## src/rtl/tug_referee_if.sv

```systemverilog
// Player/playfield bundle for tug_referee: raw keys in, light bar and
// scoreboard out. master = player/test side, slave = referee side.
interface tug_referee_if #(
   parameter int unsigned NUM_LIGHTS = 9,
   parameter int unsigned SCORE_W    = 3
);
   logic                  key_l;
   logic                  key_r;
   logic [NUM_LIGHTS-1:0] lights;
   logic [SCORE_W-1:0]    score_l;
   logic [SCORE_W-1:0]    score_r;
   logic [1:0]            winner;
   logic                  match_over;

   modport master (
      output key_l, key_r,
      input  lights, score_l, score_r, winner, match_over
   );

   modport slave (
      input  key_l, key_r,
      output lights, score_l, score_r, winner, match_over
   );
endinterface

```

## src/rtl/tug_referee.sv

```systemverilog
// Tug-of-war referee: synchronizes two player keys into press events,
// moves a one-hot light along the bar, scores round wins, and sequences
// hold / restart / match end. Optional macro TUG_HANDICAP_EN makes the
// round loser restart one step closer to winning.
module tug_referee #(
   parameter int unsigned NUM_LIGHTS  = 9,
   parameter int unsigned SCORE_W     = 3,
   parameter int unsigned HOLD_CYCLES = 4
) (
   input logic         clk,
   input logic         reset,
   tug_referee_if.slave bus
);
   localparam int unsigned PW = $clog2(NUM_LIGHTS);
   localparam int unsigned HW = (HOLD_CYCLES > 1) ? $clog2(HOLD_CYCLES) : 1;

   localparam logic [PW-1:0]      CTR       = PW'(NUM_LIGHTS / 2);
   localparam logic [PW-1:0]      LEFT_END  = PW'(NUM_LIGHTS - 1);
   localparam logic [PW-1:0]      RIGHT_END = '0;
   localparam logic [SCORE_W-1:0] SCORE_MAX = '1;
   localparam logic [HW-1:0]      HOLD_LOAD = HW'(HOLD_CYCLES - 1);
`ifdef TUG_HANDICAP_EN
   localparam logic [PW-1:0]      RESTART_L = CTR - PW'(1);
   localparam logic [PW-1:0]      RESTART_R = CTR + PW'(1);
`else
   localparam logic [PW-1:0]      RESTART_L = CTR;
   localparam logic [PW-1:0]      RESTART_R = CTR;
`endif

   typedef enum logic [1:0] {PLAY, HOLD, DONE} state_t;

   state_t                state_q;
   logic [1:0]            sync_l_q, sync_r_q;
   logic                  prev_l_q, prev_r_q;
   logic [PW-1:0]         pos_q;
   logic [HW-1:0]         hold_q;
   logic [NUM_LIGHTS-1:0] lights_q;
   logic [SCORE_W-1:0]    score_l_q, score_r_q;
   logic [1:0]            winner_q;
   logic                  match_over_q;

   logic                  press_l, press_r;
   logic                  step_l, step_r;
   logic [PW-1:0]         restart_pos;

   function automatic logic [NUM_LIGHTS-1:0] onehot(input logic [PW-1:0] p);
      onehot = NUM_LIGHTS'(1) << p;
   endfunction

   // Two-flop synchronizers plus edge history; reset to 1 so a key held
   // through reset must be released and pressed again before it counts.
   always_ff @(posedge clk) begin
      if (!reset) begin
         sync_l_q <= '1;
         sync_r_q <= '1;
         prev_l_q <= 1'b1;
         prev_r_q <= 1'b1;
      end else begin
         sync_l_q <= {sync_l_q[0], bus.key_l};
         sync_r_q <= {sync_r_q[0], bus.key_r};
         prev_l_q <= sync_l_q[1];
         prev_r_q <= sync_r_q[1];
      end
   end

   // Press detection, cancellation of simultaneous presses, restart choice.
   always_comb begin
      press_l     = sync_l_q[1] & ~prev_l_q;
      press_r     = sync_r_q[1] & ~prev_r_q;
      step_l      = press_l & ~press_r;
      step_r      = press_r & ~press_l;
      restart_pos = (winner_q == 2'b01) ? RESTART_R : RESTART_L;
   end

   // Game FSM with all outputs registered alongside the state.
   always_ff @(posedge clk) begin
      if (!reset) begin
         state_q      <= PLAY;
         pos_q        <= CTR;
         lights_q     <= onehot(CTR);
         score_l_q    <= '0;
         score_r_q    <= '0;
         winner_q     <= 2'b00;
         match_over_q <= 1'b0;
         hold_q       <= '0;
      end else begin
         case (state_q)
            PLAY: begin
               if (step_l) begin
                  if (pos_q == LEFT_END) begin
                     score_l_q <= (score_l_q == SCORE_MAX) ? score_l_q : score_l_q + SCORE_W'(1);
                     winner_q  <= 2'b10;
                     lights_q  <= '0;
                     hold_q    <= HOLD_LOAD;
                     state_q   <= HOLD;
                  end else begin
                     pos_q    <= pos_q + PW'(1);
                     lights_q <= onehot(pos_q + PW'(1));
                  end
               end else if (step_r) begin
                  if (pos_q == RIGHT_END) begin
                     score_r_q <= (score_r_q == SCORE_MAX) ? score_r_q : score_r_q + SCORE_W'(1);
                     winner_q  <= 2'b01;
                     lights_q  <= '0;
                     hold_q    <= HOLD_LOAD;
                     state_q   <= HOLD;
                  end else begin
                     pos_q    <= pos_q - PW'(1);
                     lights_q <= onehot(pos_q - PW'(1));
                  end
               end
            end
            HOLD: begin
               if (hold_q == '0) begin
                  if ((score_l_q == SCORE_MAX) || (score_r_q == SCORE_MAX)) begin
                     state_q      <= DONE;
                     match_over_q <= 1'b1;
                     lights_q     <= '1;
                  end else begin
                     state_q  <= PLAY;
                     pos_q    <= restart_pos;
                     lights_q <= onehot(restart_pos);
                     winner_q <= 2'b00;
                  end
               end else begin
                  hold_q <= hold_q - HW'(1);
               end
            end
            DONE: begin
               state_q <= DONE;
            end
            default: begin
               state_q <= PLAY;
            end
         endcase
      end
   end

   assign bus.lights     = lights_q;
   assign bus.score_l    = score_l_q;
   assign bus.score_r    = score_r_q;
   assign bus.winner     = winner_q;
   assign bus.match_over = match_over_q;
endmodule

```

## src/flat_wrapper.sv

```systemverilog
// flat-port wrapper written by rule: the top's interface ports become plain ports
module tug_referee_flat 
#(
   parameter int unsigned NUM_LIGHTS  = 9,
   parameter int unsigned SCORE_W     = 3,
   parameter int unsigned HOLD_CYCLES = 4
)
  (clk, reset, bus_key_l, bus_key_r, bus_lights, bus_score_l, bus_score_r, bus_winner, bus_match_over);
  tug_referee_if #(.NUM_LIGHTS(NUM_LIGHTS), .SCORE_W(SCORE_W)) bus_i ();
  input logic clk;
  input logic reset;
  input wire logic [$bits(bus_i.key_l)-1:0] bus_key_l;
  input wire logic [$bits(bus_i.key_r)-1:0] bus_key_r;
  output wire logic [$bits(bus_i.lights)-1:0] bus_lights;
  output wire logic [$bits(bus_i.score_l)-1:0] bus_score_l;
  output wire logic [$bits(bus_i.score_r)-1:0] bus_score_r;
  output wire logic [$bits(bus_i.winner)-1:0] bus_winner;
  output wire logic [$bits(bus_i.match_over)-1:0] bus_match_over;
  assign bus_i.key_l = bus_key_l;
  assign bus_i.key_r = bus_key_r;
  assign bus_lights = bus_i.lights;
  assign bus_score_l = bus_i.score_l;
  assign bus_score_r = bus_i.score_r;
  assign bus_winner = bus_i.winner;
  assign bus_match_over = bus_i.match_over;
  tug_referee #(.NUM_LIGHTS(NUM_LIGHTS), .SCORE_W(SCORE_W), .HOLD_CYCLES(HOLD_CYCLES)) u_core (.clk(clk), .reset(reset), .bus(bus_i));
endmodule
```

## config.mk

```make
export PLATFORM = sky130hd
export DESIGN_NAME = tug_referee_flat
export DESIGN_NICKNAME = d
export VERILOG_FILES = /design/src/rtl/tug_referee_if.sv /design/src/rtl/tug_referee.sv /design/src/flat_wrapper.sv
export SDC_FILE = /design/constraint.sdc
export NUM_CORES = 1
export LEC_CHECK = 0
export CAP_MARGIN = 15
export CORE_ASPECT_RATIO = 2
export CORE_MARGIN = 3
export CORE_UTILIZATION = 55
export CTS_CLUSTER_DIAMETER = 40
export DETAILED_ROUTE_END_ITERATION = 8
export PLACE_DENSITY = 0.89
export SLEW_MARGIN = 20
export SYNTH_ARGS = -nofsm -noshare
export SYNTH_HDL_FRONTEND = slang
export SYNTH_SLANG_ARGS = --single-unit
```

## constraint.sdc

```tcl
create_clock -name clk -period 2.3 [get_ports clk]
set_input_delay 0.345 -clock clk [delete_from_list [all_inputs] [get_ports clk]]
set_output_delay 0.345 -clock clk [all_outputs]
set_load 0.005 [all_outputs]
```

; Word-level counts from Yosys, hierarchy flattened
; Cells that the tools add are included.
[op_classes]
n_eq_ne = 13
shifts = 2
muxes = 32
n_mul = 0
magnitude_cmp = 0
n_addsub = 5
div = 0
bitwise = 11
reduce_logical = 13
[op_table]
columns = operator, count
row1 = two-way mux 9 bit, 6
row2 = two-way mux 2 bit, 15
row3 = two-way mux 4 bit, 6
row4 = one-hot mux 9 bit (2 select lines), 1
row5 = "left shift 1 x 4 -> 9 bit, first input constant", 2
row6 = AND reduction 6 bit, 2
row7 = AND reduction 5 bit, 2
row8 = one-hot mux 2 bit (2 select lines), 2
row9 = one-hot mux 4 bit (2 select lines), 1
row10 = AND reduction 4 bit, 2
row11 = NOT 1 bit, 7
row12 = "adder 3 x 1 -> 3 bit, second input constant", 2
row13 = "== test 3 bit, second input constant", 2
row14 = "inequality test 3 x 1 -> 1 bit, second input constant", 2
row15 = "inequality test 3 bit, second input constant", 2
row16 = one-hot mux 2 bit (3 select lines), 1
row17 = AND reduction 3 bit, 2
row18 = "adder 4 x 1 -> 4 bit, second input constant", 1
row19 = AND 1 bit, 4
row20 = "== test 4 bit, second input constant", 1
row21 = logical NOT 2 bit, 2
row22 = logical NOT 4 bit, 1
row23 = "inequality test 2 bit, second input constant", 2
row24 = "subtractor 4 x 1 -> 4 bit, second input constant", 1
row25 = other kinds (7), 7
[word_totals]
ram_bits = 0
reg_bits = 32
inputBits = 4
rom_bits = 0
memories = 0
output_inout_bits = 18
elab_cells = 88
latchBits = 0

; Longest topological paths before layout
[depth]
depth_word = 7
mapped_depth = 8
mapped_depth_nobuf = 7

; Worst setup path after synthesis
; Ideal clock, no wire load.
[synth_timing]
kind = flip-flop to flip-flop
from = register u_core.score_l_q[0] (netlist: u_core.bus.score_l[0])
to = register u_core.pos_q[1]
stages_incl_launch_ff = 8
required_time_ps = 2229
arrival_time_ps = 1952
setup_slack_ps = 277
setup_ps = 71
n_path_buf = 0
synth_period_minus_slack_ps = 2023
path_cell_list = dfxtp_1 ha_1 ha_1 or3b_1 a21oi_2 o31ai_1 or4_1 a21oi_1
[synth_via]
elab_chain_len = 4
[synth_rtl]
columns = item, line
row1 = start: declaration, tug_referee.sv:38  ; logic [SCORE_W-1:0] score_l_q, score_r_q;
row2 = start signal: assignment, tug_referee.sv:91  ; score_l_q <= (score_l_q == SCORE_MAX) ? score_l_q : score_l_q + SCORE_W'(1);
row3 = == test 3 bit, tug_referee.sv:115  ; if ((score_l_q == SCORE_MAX) || (score_r_q == SCORE_MAX)) begin
row4 = logical OR 1 bit, tug_referee.sv:115
row5 = inequality test 2 bit (no source line), --
row6 = AND reduction 6 bit (no source line), --
row7 = end signal: assignment, tug_referee.sv:97  ; pos_q <= pos_q + PW'(1);
row8 = end signal: assignment, tug_referee.sv:108  ; pos_q <= pos_q - PW'(1);
row9 = end signal: assignment, tug_referee.sv:121  ; pos_q <= restart_pos;
row10 = end: declaration, tug_referee.sv:35  ; logic [PW-1:0] pos_q;
; No other way between the ends.
; A chain may end at the register's enable or synchronous reset.

; Final worst setup path
[layout_timing]
from = register u_core.score_r_q[0] (netlist: u_core.bus.score_r[0])
to = register u_core.pos_q[1]
[layout_via]
elab_chain_len = 4
[layout_rtl]
columns = item, line
row1 = start: declaration, tug_referee.sv:38
row2 = start signal: assignment, tug_referee.sv:102  ; score_r_q <= (score_r_q == SCORE_MAX) ? score_r_q : score_r_q + SCORE_W'(1);
row3 = == test 3 bit, tug_referee.sv:115
row4 = logical OR 1 bit, tug_referee.sv:115
row5 = inequality test 2 bit (no source line), --
row6 = AND reduction 6 bit (no source line), --
; No other way between the ends.

==> results.json <==
{
  "status": "complete, no violations",
  "required_ps": 2520,
  "min_from": "u_core.sync_l_q[0]",
  "fillers": 229,
  "fin_tns_setup_ps": 0,
  "min_path_type": "flip-flop to flip-flop",
  "r2r_cells": 7,
  "netlist.area_leader.share_pct": 35.6,
  "drc": 0,
  "ys_ff_latch": 32,
  "root_buffer": "clkbuf_8",
  "max-clock-path-buffers": 2,
  "crit_type": "flip-flop to flip-flop",
  "reg2reg_from": "u_core.bus.score_r[0]",
  "yosysTopAreaCell": "dfxtp_1",
  "antenna_left": 0,
  "placed_area_um2": 2090,
  "core_um2": 3050,
  "tightest_slew_ps": 653,
  "cts_tree": "yes",
  "async_flop_share_pct": 0,
  "layout_common_cells": "dfxtp_1 (32), nor2_1 (21), clkdlybuf4s50_1 (21)",
  "grt_pass1_vias": 1729,
  "place_hpwl_mm": 3.39,
  "final_common_cell": "dfxtp_1",
  "dp_cells": 269,
  "ys_types": 47,
  "insertion_delay_ps": 290,
  "post_cts_buffers": 0,
  "syn_avg_cell_area_um2": 8.34,
  "critical_path_buf_inv_count": 0,
  "grt_start_max_net_pins": 25,
  "cap_violations": 0,
  "power_density_nw_per_um2": 553,
  "finalCritPeriodShare_pct": 95.6,
  "critPathLaunchType": "flip-flop",
  "pin_count": 22,
  "antenna_found_initial": 0,
  "hold_depth": 1,
  "worst_path_max_delay_cell": "or4_1",
  "grt_pass1_wl_mm": 7.89,
  "synth_fp_nets": 231,
  "max_slew_margin_pct": 56.4,
  "rsz0062_at_grt": "no",
  "fmax_mhz": 455,
  "worst-r2r-setup-slack_ps": 100,
  "port-buffer-count": 21,
  "wl_per_cell_um": 16.5,
  "std_cell_rows": 28,
  "numCtsBuffers": 5,
  "synth_cells": 216,
  "seqCellArea_um2": 641,
  "cts.clk_slew.worst_paths_ps": 70,
  "yosysWarnings": 0,
  "start_util_pct": 59.1,
  "hold_violations": 0,
  "dieArea_um2": 4040,
  "leakage_uw": 0.000894,
  "synthTopCellsByArea": "dfxtp_1 (36%), ha_1 (7.6%), a21oi_1 (5.0%)",
  "worst_clock_skew_ps": 8.97,
  "area_growth_pct": 21.1,
  "fin_cells": 277,
  "antenna_cells": 0,
  "die_w_um": 46.5,
  "maxSlewViolCount": 0,
  "cp_max_fo": 4,
  "grt_use_total_pct": 27.0,
  "setup-violations-final": 0,
  "multiInputGateArea_um2": 1060,
  "ys.flop_type": "dfxtp_1",
  "netlist_area_um2": 1800,
  "die_h_um": 86.9,
  "crit_path_end_kind": "flip-flop",
  "fin_area_um2": 2180,
  "ys_seq_area_share_pct": 35.6,
  "ir_worst_vdd_mv": 0.589,
  "cp_common_cell": "ha_1",
  "hold_buffers": 0,
  "cts_sinks": 32,
  "via_count": 1707,
  "cts_max_level": 2,
  "drtIter0Drc": 105,
  "cts_resized": 0,
  "cp.arrival_ps": 2420,
  "drt-vias-per-instance": 6.16,
  "synth_edf_count": 0,
  "place_ws_ps": 111,
  "nets": 261,
  "min_to": "u_core.sync_l_q[1]",
  "slowest_delay_ps": 540,
  "gp_congestion": 0.924,
  "setup_ws_ps": 100,
  "overflow": 0,
  "period_needed_ps": 2200,
  "routed_wl_mm": 4.58,
  "firstDrtPassIters": 4,
  "critical-path-top-delay-family": "simple AND/OR/NAND/NOR gates",
  "cp_cell_sequence": "ha_1 -> ha_1 -> or3b_1 -> a21oi_2 -> o31ai_1 -> or4_1 -> a21oi_1",
  "r2r_end": "u_core.pos_q[1]",
  "drive_above_1_share_pct": 10.9
}
-- registers in the layout, indices dropped and copies added (netlist names) --
| register | count |
|---|---|
| u_core.bus.lights | 9 |
| u_core.pos_q | 4 |
| u_core.bus.score_l | 3 |
| u_core.bus.score_r | 3 |
| u_core.bus.winner | 2 |
| u_core.hold_q | 2 |
| u_core.state_q | 2 |
| u_core.sync_l_q | 2 |
| u_core.sync_r_q | 2 |
| u_core.bus.match_over | 1 |
| u_core.prev_l_q | 1 |
| u_core.prev_r_q | 1 |
-- per-stage QoR --
stage	util [%]	hold slack, ps	power [uW]
global route	71.5	448	1250
global placement	68.6	391	764
CTS	71.5	411	1200
detailed placement	68.6	396	769
floorplan	-	386	704
finish	71.5	408	1200
-- synth_stat cells, types with 2 or more instances --
cell type  count
a21o_1         2
a21oi_1       18
nand4_1        2
ha_1          11
nor2b_1        5
nand3_1        7
and2_1         2
or2_2          2
o22ai_1        2
dfxtp_1       32
mux2i_1        8
a211oi_1       3
inv_1         10
a21oi_2        2
xnor2_1        4
a21boi_0       2
nand2b_1      11
xor2_1         3
o211ai_1       2
nor2_1        21
o221a_2        2
o21ai_0       14
nor4_1         2
or4_1          2
nor3_1         8
a31oi_1        2
buf_2          3
clkbuf_1       6
nand2_1       10
-- power by group --
part           internal, uW  switching (uW)
clock network           244             200
logic                  81.3            96.3
registers               573            10.5
-- worst max path at each step --
stage / startpoint / end / slack, ps / cells past startpoint
6_report: u_core.bus.score_r[0] / u_core.pos_q[1] / 100 / 7
5_1_grt: u_core.bus.score_r[0] / u_core.pos_q[1] / 6 / 7
4_1_cts: u_core.bus.score_r[0] / u_core.pos_q[1] / 100 / 7
3_5_place_dp: u_core.bus.score_r[0] / u_core.pos_q[1] / 110 / 7
3_3_place_gp: u_core.bus.score_l[0] / u_core.pos_q[1] / 230 / 7
2_1_floorplan: u_core.bus.score_l[0] / u_core.pos_q[1] / 280 / 7
-- layer usage --
layer | share of wire [%] | GRT usage (%) | up-vias
met1 | 35 | 27.0 | 791
met5 | 0 | 0 | -
li1 | - | - | 827
met2 | 56 | 48.1 | 64
met4 | 5.2 | 16.3 | 0
met3 | 4.6 | 4.55 | 25
-- cells by family after synthesis --
group	after synthesis	synth area share [%]
and+or+nand+nor	77	22.0
AOI/OAI and AO/OA	59	21.5
DFF	32	35.6
buffers and inverters	22	5.42
adders and majority gates	11	7.64
muxes	8	4.45
xor gates and xnor gates	7	3.41
-- area by class of cell --
class | instances | area share [%]
inverter | 11 | 1.89
tap | 30 | 1.72
multi-input combinational | 162 | 48.7
clock buffer | 8 | 4.13
sequential | 32 | 29.4
timing repair buffer | 34 | 14.1
Note: power is estimated with default switching activity, not from simulation.
